--- config.mk ---
export PLATFORM = sky130hd
export DESIGN_NAME = acc_job_sequencer
export DESIGN_NICKNAME = d
export VERILOG_FILES = /design/src/rtl/acc_seq_pkg.sv /design/src/rtl/job_fifo.sv /design/src/rtl/acc_job_sequencer.sv
export SDC_FILE = /design/constraint.sdc
export NUM_CORES = 2
export LEC_CHECK = 0
export BUFFER_PORTS_ARGS = -buffer_cell sky130_fd_sc_hd__buf_2
export CAP_MARGIN = 20
export CORE_MARGIN = 2
export CORE_UTILIZATION = 55
export CTS_BUF_LIST = sky130_fd_sc_hd__clkbuf_2
export CTS_CLUSTER_DIAMETER = 30
export CTS_CLUSTER_SIZE = 40
export DETAILED_ROUTE_END_ITERATION = 12
export PLACE_DENSITY = 0.79
export SYNTH_ARGS = -nofsm -noshare
export SYNTH_HDL_FRONTEND = slang
export SYNTH_HIERARCHICAL = 1
export SYNTH_SLANG_ARGS = --single-unit
--- constraint.sdc ---
create_clock -name clk -period 12.4 [get_ports clk]
set_input_delay 0.62 -clock clk [delete_from_list [all_inputs] [get_ports clk]]
set_output_delay 0.62 -clock clk [all_outputs]
set_load 0.05 [all_outputs]
--- src/rtl/acc_seq_pkg.sv ---
// ---------------------------------------------------------------------------
// acc_seq_pkg
// Shared types for the accelerator job sequencer: the sequencer state enum,
// the result status codes reported to the host, and the 256-bit job
// descriptor that travels through the job FIFO.
// No ports (package).
// ---------------------------------------------------------------------------
package acc_seq_pkg;

   typedef enum logic [1:0] {
      IDLE,
      RST,
      RUN,
      RES
   } state_e;

   typedef enum logic [1:0] {
      ST_OK      = 2'd0,
      ST_BADLEN  = 2'd1,
      ST_TIMEOUT = 2'd2
   } status_e;

   typedef struct packed {
      logic [63:0] readBase;
      logic [63:0] writeBase;
      logic [63:0] numRead;
      logic [63:0] elemSize;
   } job_t;

   localparam int JOB_W = $bits(job_t);

   // A job whose element count is zero or larger than the wrapper buffer is
   // never handed to the accelerator.
   function automatic logic isBadLen(input logic [63:0] numRead, input int maxN);
      return (numRead == 64'd0) || (numRead > 64'(maxN));
   endfunction

endpackage

--- src/rtl/job_fifo.sv ---
// ---------------------------------------------------------------------------
// job_fifo
// Synchronous FIFO holding pending job descriptors.
// Ports:
//   clk, reset          clock, asynchronous active-high reset
//   i_wrEn, i_wrData    push request and data
//   i_rdEn              pop request (ignored when empty)
//   o_rdData            head entry (show-ahead)
//   o_full, o_empty     occupancy flags; o_full is a register
// ---------------------------------------------------------------------------
module job_fifo #(
   parameter int WIDTH = 256,
   parameter int DEPTH = 4
) (
   input  logic             clk,
   input  logic             reset,
   input  logic             i_wrEn,
   input  logic [WIDTH-1:0] i_wrData,
   input  logic             i_rdEn,
   output logic [WIDTH-1:0] o_rdData,
   output logic             o_full,
   output logic             o_empty
);

   localparam int AW = $clog2(DEPTH);
   localparam logic [AW:0] FULL_COUNT = (AW+1)'(DEPTH);

   logic [WIDTH-1:0] r_mem [DEPTH];
   logic [AW-1:0]    r_wrPtr;
   logic [AW-1:0]    r_rdPtr;
   logic [AW:0]      r_count;
   logic [AW:0]      w_countNext;
   logic             r_full;
   logic             w_doWrite;
   logic             w_doRead;

   // A pop frees a slot in the same cycle, so a push alongside a pop is
   // accepted even when the FIFO is full.
   assign w_doRead  = i_rdEn && (r_count != '0);
   assign w_doWrite = i_wrEn && (!r_full || w_doRead);

   // Occupancy after this cycle's push/pop.
   always_comb begin
      w_countNext = r_count;
      if (w_doWrite && !w_doRead) begin
         w_countNext = r_count + (AW+1)'(1);
      end else if (!w_doWrite && w_doRead) begin
         w_countNext = r_count - (AW+1)'(1);
      end
   end

   // Pointers wrap naturally because DEPTH is a power of two; the full flag
   // is registered from the next occupancy so the ready output is glitch-free.
   always_ff @(posedge clk or posedge reset) begin
      if (reset) begin
         r_wrPtr <= '0;
         r_rdPtr <= '0;
         r_count <= '0;
         r_full  <= 1'b0;
      end else begin
         if (w_doWrite) begin
            r_wrPtr <= r_wrPtr + AW'(1);
         end
         if (w_doRead) begin
            r_rdPtr <= r_rdPtr + AW'(1);
         end
         r_count <= w_countNext;
         r_full  <= (w_countNext == FULL_COUNT);
      end
   end

   // Storage needs no reset; occupancy alone decides what is valid.
   always_ff @(posedge clk) begin
      if (w_doWrite) begin
         r_mem[r_wrPtr] <= i_wrData;
      end
   end

   assign o_rdData = r_mem[r_rdPtr];
   assign o_full   = r_full;
   assign o_empty  = (r_count == '0);

endmodule

--- src/rtl/acc_job_sequencer.sv ---
// ---------------------------------------------------------------------------
// acc_job_sequencer
// Runs queued jobs one at a time through a single-shot accelerator wrapper:
// latches the job config, holds the wrapper in reset for RST_CYCLES, lets it
// run until done (or timeout) and returns a tagged result to the host.
// Ports:
//   clk, reset                      clock, asynchronous active-high reset
//   job_valid/job_ready/job_*       job descriptor push interface
//   acc_reset, acc_*                wrapper reset and latched job config
//   acc_done, acc_returnvalue       wrapper completion
//   res_valid/res_ready/res_*       result handshake (value, status, tag)
//   busy, jobs_done                 activity flag and accepted-result count
// ---------------------------------------------------------------------------
module acc_job_sequencer
   import acc_seq_pkg::*;
#(
   parameter int JOB_DEPTH  = 4,
   parameter int MAX_N      = 128,
   parameter int RST_CYCLES = 2,
   parameter int TIMEOUT    = 1000000,
   parameter int TAG_W      = 8
) (
   input  logic             clk,
   input  logic             reset,
   input  logic             job_valid,
   output logic             job_ready,
   input  logic [63:0]      job_read_base,
   input  logic [63:0]      job_write_base,
   input  logic [63:0]      job_num_read,
   input  logic [63:0]      job_elem_size,
   output logic             acc_reset,
   output logic [63:0]      acc_read_base,
   output logic [63:0]      acc_write_base,
   output logic [63:0]      acc_num_read,
   output logic [63:0]      acc_read_size,
   input  logic             acc_done,
   input  logic [31:0]      acc_returnvalue,
   output logic             res_valid,
   input  logic             res_ready,
   output logic [31:0]      res_value,
   output logic [1:0]       res_status,
   output logic [TAG_W-1:0] res_tag,
   output logic             busy,
   output logic [31:0]      jobs_done
);

   localparam logic [31:0] RST_LAST     = 32'(RST_CYCLES - 1);
   localparam logic [31:0] TIMEOUT_LAST = 32'(TIMEOUT - 1);

   state_e           r_state;
   state_e           w_stateNext;
   job_t             r_cfg;
   job_t             w_head;
   job_t             w_pushJob;
   logic             w_fifoFull;
   logic             w_fifoEmpty;
   logic             w_push;
   logic             w_pop;
   logic             w_headBad;
   logic [31:0]      r_rstCtr;
   logic [31:0]      r_runTimer;
   logic [TAG_W-1:0] r_tagCtr;
   logic [31:0]      r_jobsDone;
   logic [31:0]      r_resValue;
   status_e          r_resStatus;
   logic [TAG_W-1:0] r_resTag;

   assign w_pushJob = '{readBase:  job_read_base,
                        writeBase: job_write_base,
                        numRead:   job_num_read,
                        elemSize:  job_elem_size};
   assign job_ready = !w_fifoFull;
   assign w_push    = job_valid && job_ready;
   assign w_headBad = isBadLen(w_head.numRead, MAX_N);

   job_fifo #(
      .WIDTH (JOB_W),
      .DEPTH (JOB_DEPTH)
   ) u_jobFifo (
      .clk      (clk),
      .reset    (reset),
      .i_wrEn   (w_push),
      .i_wrData (w_pushJob),
      .i_rdEn   (w_pop),
      .o_rdData (w_head),
      .o_full   (w_fifoFull),
      .o_empty  (w_fifoEmpty)
   );

   // State register.
   always_ff @(posedge clk or posedge reset) begin
      if (reset) begin
         r_state <= IDLE;
      end else begin
         r_state <= w_stateNext;
      end
   end

   // Next state and FIFO pop. Only IDLE pops, so a job waiting behind an
   // unaccepted result stays queued. acc_done wins over a same-cycle timeout
   // because both just move to RES; the datapath picks the status.
   always_comb begin
      w_stateNext = r_state;
      w_pop       = 1'b0;
      case (r_state)
         IDLE: begin
            if (!w_fifoEmpty) begin
               w_pop       = 1'b1;
               w_stateNext = w_headBad ? RES : RST;
            end
         end
         RST: begin
            if (r_rstCtr == RST_LAST) begin
               w_stateNext = RUN;
            end
         end
         RUN: begin
            if (acc_done || (r_runTimer == TIMEOUT_LAST)) begin
               w_stateNext = RES;
            end
         end
         RES: begin
            if (res_ready) begin
               w_stateNext = IDLE;
            end
         end
         default: w_stateNext = IDLE;
      endcase
   end

   // Datapath: config latch on pop, reset/run counters, result capture and
   // counters. The run timer is held at zero throughout RST so it starts
   // from zero on RUN entry.
   always_ff @(posedge clk or posedge reset) begin
      if (reset) begin
         r_cfg       <= '0;
         r_rstCtr    <= '0;
         r_runTimer  <= '0;
         r_tagCtr    <= '0;
         r_jobsDone  <= '0;
         r_resValue  <= '0;
         r_resStatus <= ST_OK;
         r_resTag    <= '0;
      end else begin
         case (r_state)
            IDLE: begin
               if (w_pop) begin
                  r_cfg    <= w_head;
                  r_resTag <= r_tagCtr;
                  r_tagCtr <= r_tagCtr + TAG_W'(1);
                  r_rstCtr <= '0;
                  if (w_headBad) begin
                     r_resStatus <= ST_BADLEN;
                     r_resValue  <= '0;
                  end
               end
            end
            RST: begin
               r_rstCtr   <= r_rstCtr + 32'd1;
               r_runTimer <= '0;
            end
            RUN: begin
               r_runTimer <= r_runTimer + 32'd1;
               if (acc_done) begin
                  r_resValue  <= acc_returnvalue;
                  r_resStatus <= ST_OK;
               end else if (r_runTimer == TIMEOUT_LAST) begin
                  r_resValue  <= '0;
                  r_resStatus <= ST_TIMEOUT;
               end
            end
            RES: begin
               if (res_ready) begin
                  r_jobsDone <= r_jobsDone + 32'd1;
               end
            end
            default: ;
         endcase
      end
   end

   // The wrapper is held in reset everywhere except RUN so every run starts
   // from a fresh wrapper.
   assign acc_reset      = (r_state != RUN);
   assign acc_read_base  = r_cfg.readBase;
   assign acc_write_base = r_cfg.writeBase;
   assign acc_num_read   = r_cfg.numRead;
   assign acc_read_size  = r_cfg.elemSize;
   assign res_valid      = (r_state == RES);
   assign res_value      = r_resValue;
   assign res_status     = r_resStatus;
   assign res_tag        = r_resTag;
   assign busy           = (r_state != IDLE) || !w_fifoEmpty;
   assign jobs_done      = r_jobsDone;

endmodule

**Word-level counts from Yosys, hierarchy flattened**

Memory sizes are Yosys's and may differ from the RTL's.
Index checks and enable logic that the tools add are counted.

- Bits in registers: 412
- RAM bits: 1,024
- Memories kept: 1
- Input bits: 293
- Memory bits (read-only): 0
- Output and inout bits: 334
- Latch bits: 0
- Logic and storage cells: 91

Memories:

| memory | words | width | read ports | clocked after Yosys merged registers in | write ports | line | RTL |
|---|---|---|---|---|---|---|---|
| u_jobFifo.r_mem | 4 | 256 | 1 | 0 | 1 | job_fifo.sv:28 | `logic [WIDTH-1:0] r_mem [DEPTH];` |

- Eq/ne operators: 14
- $lt $le $gt $ge: 1
- Bitwise logic cells: 0
- Mux-type cells: 25
- Reduce and logical (&&, ||, !) cells: 26
- Multiply operators: 0
- Shifts and indexed selects: 0
- Divide/modulo/power cells: 0
- Add/subtract/negate cells: 8

Operator list:

| cell | count |
|---|---|
| 32-bit case mux with 2 select lines | 3 |
| 32-bit 2-to-1 mux | 5 |
| 32-bit by 1-bit adder with 32-bit output, second input constant | 3 |
| 64-bit by 8-bit > comparator with 1-bit output, second input constant | 1 |
| 64-bit zero test | 1 |
| 32-bit by 1-bit equality test with 1-bit output, second input constant | 1 |
| 32-bit by 20-bit equality test with 1-bit output, second input constant | 1 |
| 2-bit 2-to-1 mux | 9 |
| 2-bit inequality test, second input constant | 5 |
| 8-bit by 1-bit adder with 8-bit output, second input constant | 1 |
| 2-bit case mux with 4 select lines | 1 |
| 4-bit AND reduction | 2 |
| 2-bit nonzero test | 4 |
| 3-bit 2-to-1 mux | 2 |
| 2-bit AND reduction | 3 |
| 1-bit logical AND | 5 |
| 2-bit by 1-bit adder with 2-bit output, second input constant | 2 |
| 2-bit equality test, second input constant | 2 |
| 1-bit zero test | 4 |
| 1-bit logical OR | 4 |
| 1-bit 2-to-1 mux | 4 |
| 2-bit by 1-bit inequality test with 1-bit output, second input constant | 2 |
| 2-bit case mux with 2 select lines | 1 |
| 3-bit by 1-bit adder with 3-bit output, second input constant | 1 |
| other kinds (7) | 7 |

**Depth between registers and ports, before layout**

- Depth after elaboration: 11
- Mapped depth: 12
- Depth with buffers taken out: 10

**Modules after synthesis**

Netlist, hierarchy kept.

By module, submodules not included:

| module | cells an instance | instances | area each (um^2) | sequential area each (um^2) |
|---|---|---|---|---|
| job_fifo | 1,393 | 1 | 37,918.9 | 30,949.7 |
| acc_job_sequencer | 1,737 | 1 | 16,350.7 | 10,109.7 |

**Worst setup path before layout**

Ideal clock, no wire load.

- Path type: register to register
- From: reg u_jobFifo.r_count[0]
- To: mem u_jobFifo.r_mem[0][0] (enable)
- Stages on the path, launching flop included: 11
- Period minus slack after synthesis: 8.499 ns
- Data required time: 11.751 ns
- Slack: 3.901 ns
- Setup time: 0.649 ns
- Data arrival time: 7.850 ns
- Path buffers: 2
- Cell sequence: dfrtp_1 inv_1 ha_1 ha_1 nand2b_1 clkbuf_1 inv_2 clkbuf_1 nand2b_1 a21boi_1 and2_1

- Longest elaborated chain between the ends: 8
- Elaborated cells on any way between the ends: 9
- Classes of those cells: 4 x mux; 5 x reduce/logical

RTL lines:

| element | line | RTL |
|---|---|---|
| start: declaration | job_fifo.sv:31 | `logic [AW:0] r_count;` |
| start signal: assignment | job_fifo.sv:67 | `r_count <= w_countNext;` |
| 3-bit zero test | job_fifo.sv:81 | `assign o_empty = (r_count == '0);` |
| net w_fifoEmpty | acc_job_sequencer.sv:56 | `logic w_fifoEmpty;` |
| 1-bit 2-to-1 mux | acc_job_sequencer.sv:107 | `if (!w_fifoEmpty) begin` |
| 1-bit 2-to-1 mux | acc_job_sequencer.sv:105 | `case (r_state)` |
| net w_pop | acc_job_sequencer.sv:58 | `logic w_pop;` |
| 1-bit logical AND | job_fifo.sv:39 | `assign w_doRead = i_rdEn && (r_count != '0);` |
| 1-bit logical OR | job_fifo.sv:40 | `assign w_doWrite = i_wrEn && (!r_full \|\| w_doRead);` |
| 1-bit logical AND | job_fifo.sv:40 |  |
| 1-bit 2-to-1 mux | job_fifo.sv:74 | `if (w_doWrite) begin` |
| 1-bit 2-to-1 mux (not written as such) | job_fifo.sv:75 | `r_mem[r_wrPtr] <= i_wrData;` |
| end: declaration | job_fifo.sv:28 |  |

The timed path passes the listed nets, and every way through them passes these cells.

==> reports/results.txt <==
run status -> finished clean
wire per inst -> 23.4 um
Layout fillers -> 5883
initial antenna violation count -> 31
CP delay by family, top -> buffers and inverters
Clock transition at path regs -> 200 ps
Detail Placement HPWL -> 74.3 mm
vias per cell -> 5.68
1st-iter DRT viols -> 3356
Cell Chain, Critical Path -> buf_4 > buf_4 > mux4_1 > nor4_1 > nand3_1 > nor4_2 > a21boi_2 > and3_1 > buf_8 > a22o_1 > dlygate4sd3_1
max-cap violation count -> 0
worst setup path class -> reg -> reg
CTS tree -> built
Worst-Margin Slew -> 1180 ps
PortBufs -> 626
gp weighted congestion -> 0.802
largest net degree at the start of global routing -> 164
# clock sinks -> 1436
Hold WC Path Type -> in -> reg
Seq cells post-synth -> 1436
RSZ-0062 raised after global routing -> no
number of synthesized flops with an enable pin -> 1024
clk_lat worst skew -> 1640 ps
commonest non-fill, non-tap cell in the layout -> edfxtp_1
TritonCTS Buffers -> 237
share of cells above drive strength 1 -> 26.5%
CTS H-tree lvls -> 4
gr ovfl total -> 0
synth unique cells -> 53
endpoints failing setup -> 0
vias in the first global route -> 36000
number of remaining DRC errors -> 0
Crit path arrival time -> 7920 ps
Async SR Flop Fraction -> 28.7%
Main synth FF type -> edfxtp_1
Setup TNS -> 0 ps
maximum clock path buffer count -> 3
vias -> 34300
antenna viol nets, final -> 0
WP buf/inv -> 4
setup slack, reg-to-reg -> 5960 ps
die footprint -> 0.101 mm^2
row count -> 115
commonest cells after routing, fill and taps aside -> edfxtp_1 (1024), nand2_1 (838), buf_2 (626), dlygate4sd3_1 (616), dfrtp_1 (410)
R2R Path End -> res_value[9]
Peak VDD IR -> 0.000192 V
drt total wl -> 141 mm
logic gate share of total power -> 36.2%
Area Overhead vs Synth -> 25.9%
Netlist Area Pre-Place -> 0.0543 mm^2
Syn Inst Count -> 3130
post-CTS setup buffers -> 0
worst-path maximum fanout -> 54
Worst path depth -> 11
switching portion of total power -> 41.0%
Critical Path Sink -> res_value[9]
min Tclk post-route -> 6440 ps
die span in y -> 318 um
FMAX -> 155 MHz
slew margin rel. -> 21.2%
Tcrit/Tclk final -> 51.9%
worst reg2reg path depth -> 11
hold slack -> 294 ps
part of the power in registers -> 42.2%
Inst Count DP -> 4937
core area -> 0.0981 mm^2
Layout Skew -> 213 ps
pwr/cell area -> 238 mW/mm^2
Pint -> 9.58 mW
WP data required -> 13880 ps
Crit Reg-Reg Startpoint -> u_jobFifo/r_rdPtr[0]
Finished Layout Cells -> 6036
final slew viol count -> 0
CP peak stage delay -> 880 ps
P_leak -> 27.7 nW
Final Hold Vio Count -> 0
Critical Path Sink Type -> flip-flop
clock network fraction of total power -> 21.6%
total power -> 16.2 mW
critical path launch point -> u_jobFifo/r_rdPtr[0]
DRT Pass-1 Iters -> 6
GRT Overall Usage -> 27.8%
Syn Nets -> 3439
Ys Warns -> 6
most used cell, CP -> buf_4
switching power -> 6.66 mW
I/O pin count -> 627
final core utilization -> 69.6%
Die X -> 318 um
part of the Yosys area used for sequential elements -> 75.7%
Starting Density -> 55.3%
global-route wire length before repair -> 213 mm
post_cts resized -> 0
CP Launch Type -> flip-flop
clock root buffer -> clkbuf_2
Layout Nets -> 4815
Critical-path top delay cell -> buf_4
Avg Inst Size Synth -> 17.3 um^2
per-stage QoR:
step           area (um^2)  setup slack (ps)
2_1_floorplan        54300               542
3_3_place_gp         58600              6560
5_1_grt              68300              5690
3_5_place_dp         58600              6530
6_report             68300              5960
4_1_cts              68200              6000
timing repair:
item | 4_1_cts | 5_1_grt
hold buffers | 616 | 0
endpoints found under the setup margin | 0 | 0
hold endpoints to repair | 1408 | 0
cell families after synthesis:
group                    after synthesis  synth area share (%)
AO/OA/AOI/OAI                         73                 0.971
XOR/XNOR                              98                  1.58
adder cells (fa/ha/maj)               16                 0.369
buffers and inverters                159                  1.60
flip-flops                          1436                  75.7
multiplexers                         259                  11.4
AND/OR/NAND/NOR                     1089                  8.37
sequential cells by signal (all words and copies together) (netlist names), 8 cells and up:
signal and flops:
u_jobFifo/r_mem 1024, acc_num_read 64, acc_read_base 64, acc_read_size 64, acc_write_base 64, jobs_done 32
r_rstCtr 32, r_runTimer 32, res_value 32, r_tagCtr 8, res_tag 8
power by group through the flow:
stage                     sequential [mW]  clock (mW)  combinational [mW]
after detailed placement             6.89           0                5.54
final                                6.86        3.51                5.88
after floorplan                      8.41           0                2.66
after global routing                 6.93        3.77                6.20
after global placement               6.85           0                5.43
after CTS                            6.79        3.51                5.76
final cells by class:
class / instances / area [um^2] / share of cell area, %
multi-input combinational: 1535 / 12400 / 18.1
clock inverter: 191 / 2160 / 3.16
tap: 1287 / 1610 / 2.36
inverter: 22 / 97.6 / 0.143
clock buffer: 263 / 1320 / 1.93
antenna: 28 / 70.1 / 0.103
sequential: 1436 / 41100 / 60.1
timing repair buffer: 1274 / 9630 / 14.1
worst min-delay path by stage:
stage / cells past startpoint / slack, ps / from / to
after floorplan: 1 / 440 / reset / u_jobFifo/o_full
after global placement: 2 / 450 / acc_num_read[49] / acc_num_read[49]
after detailed placement: 2 / 460 / acc_read_size[35] / acc_read_size[35]
after CTS: 3 / 20 / job_num_read[39] / u_jobFifo/r_mem[1][103]
after global routing: 3 / 140 / job_write_base[50] / u_jobFifo/r_mem[2][178]
final: 3 / 290 / job_write_base[15] / u_jobFifo/r_mem[0][143]
cell usage after synthesis, types with 4 or more instances:
cell type | number | area (um^2)
dfrtp_1 | 412 | 10300
nand4_1 | 28 | 175
mux4_1 | 111 | 2920
nor2b_1 | 4 | 25.0
buf_6 | 26 | 293
and2_1 | 8 | 50.1
nor4_1 | 22 | 138
and4_1 | 9 | 78.8
o21ai_0 | 17 | 85.1
edfxtp_1 | 1024 | 30700
clkbuf_1 | 72 | 270
xor2_1 | 49 | 429
xnor2_1 | 49 | 429
inv_1 | 21 | 78.8
ha_1 | 16 | 200
and3_1 | 16 | 100
or3_1 | 5 | 31.3
nand3_1 | 52 | 260
a22o_1 | 33 | 289
mux4_2 | 145 | 3270
nor4b_1 | 4 | 35.0
buf_2 | 32 | 160
nor2_1 | 76 | 285
nand2b_1 | 4 | 25.0
nor3_1 | 8 | 40.0
nand2_1 | 838 | 3150
a21oi_1 | 10 | 50.1
layer usage:
metal	share of wire (%)	vias to the layer above	track usage, %
met2	52	1901	47.5
met5	0.060	-	0
li1	-	14700	-
met4	4.7	14	13.9
met1	36	17200	33.3
met3	7.9	453	6.69
worst register-to-register path, delay by kind of cell (launching register included):
family,cells,cell delay (ps)
DFF,1,770
AOI/OAI and AO/OA,2,490
and+or+nand+nor,4,1940
muxes,1,760
buffers and inverters,4,2480
(Power assumes the default switching activity.)
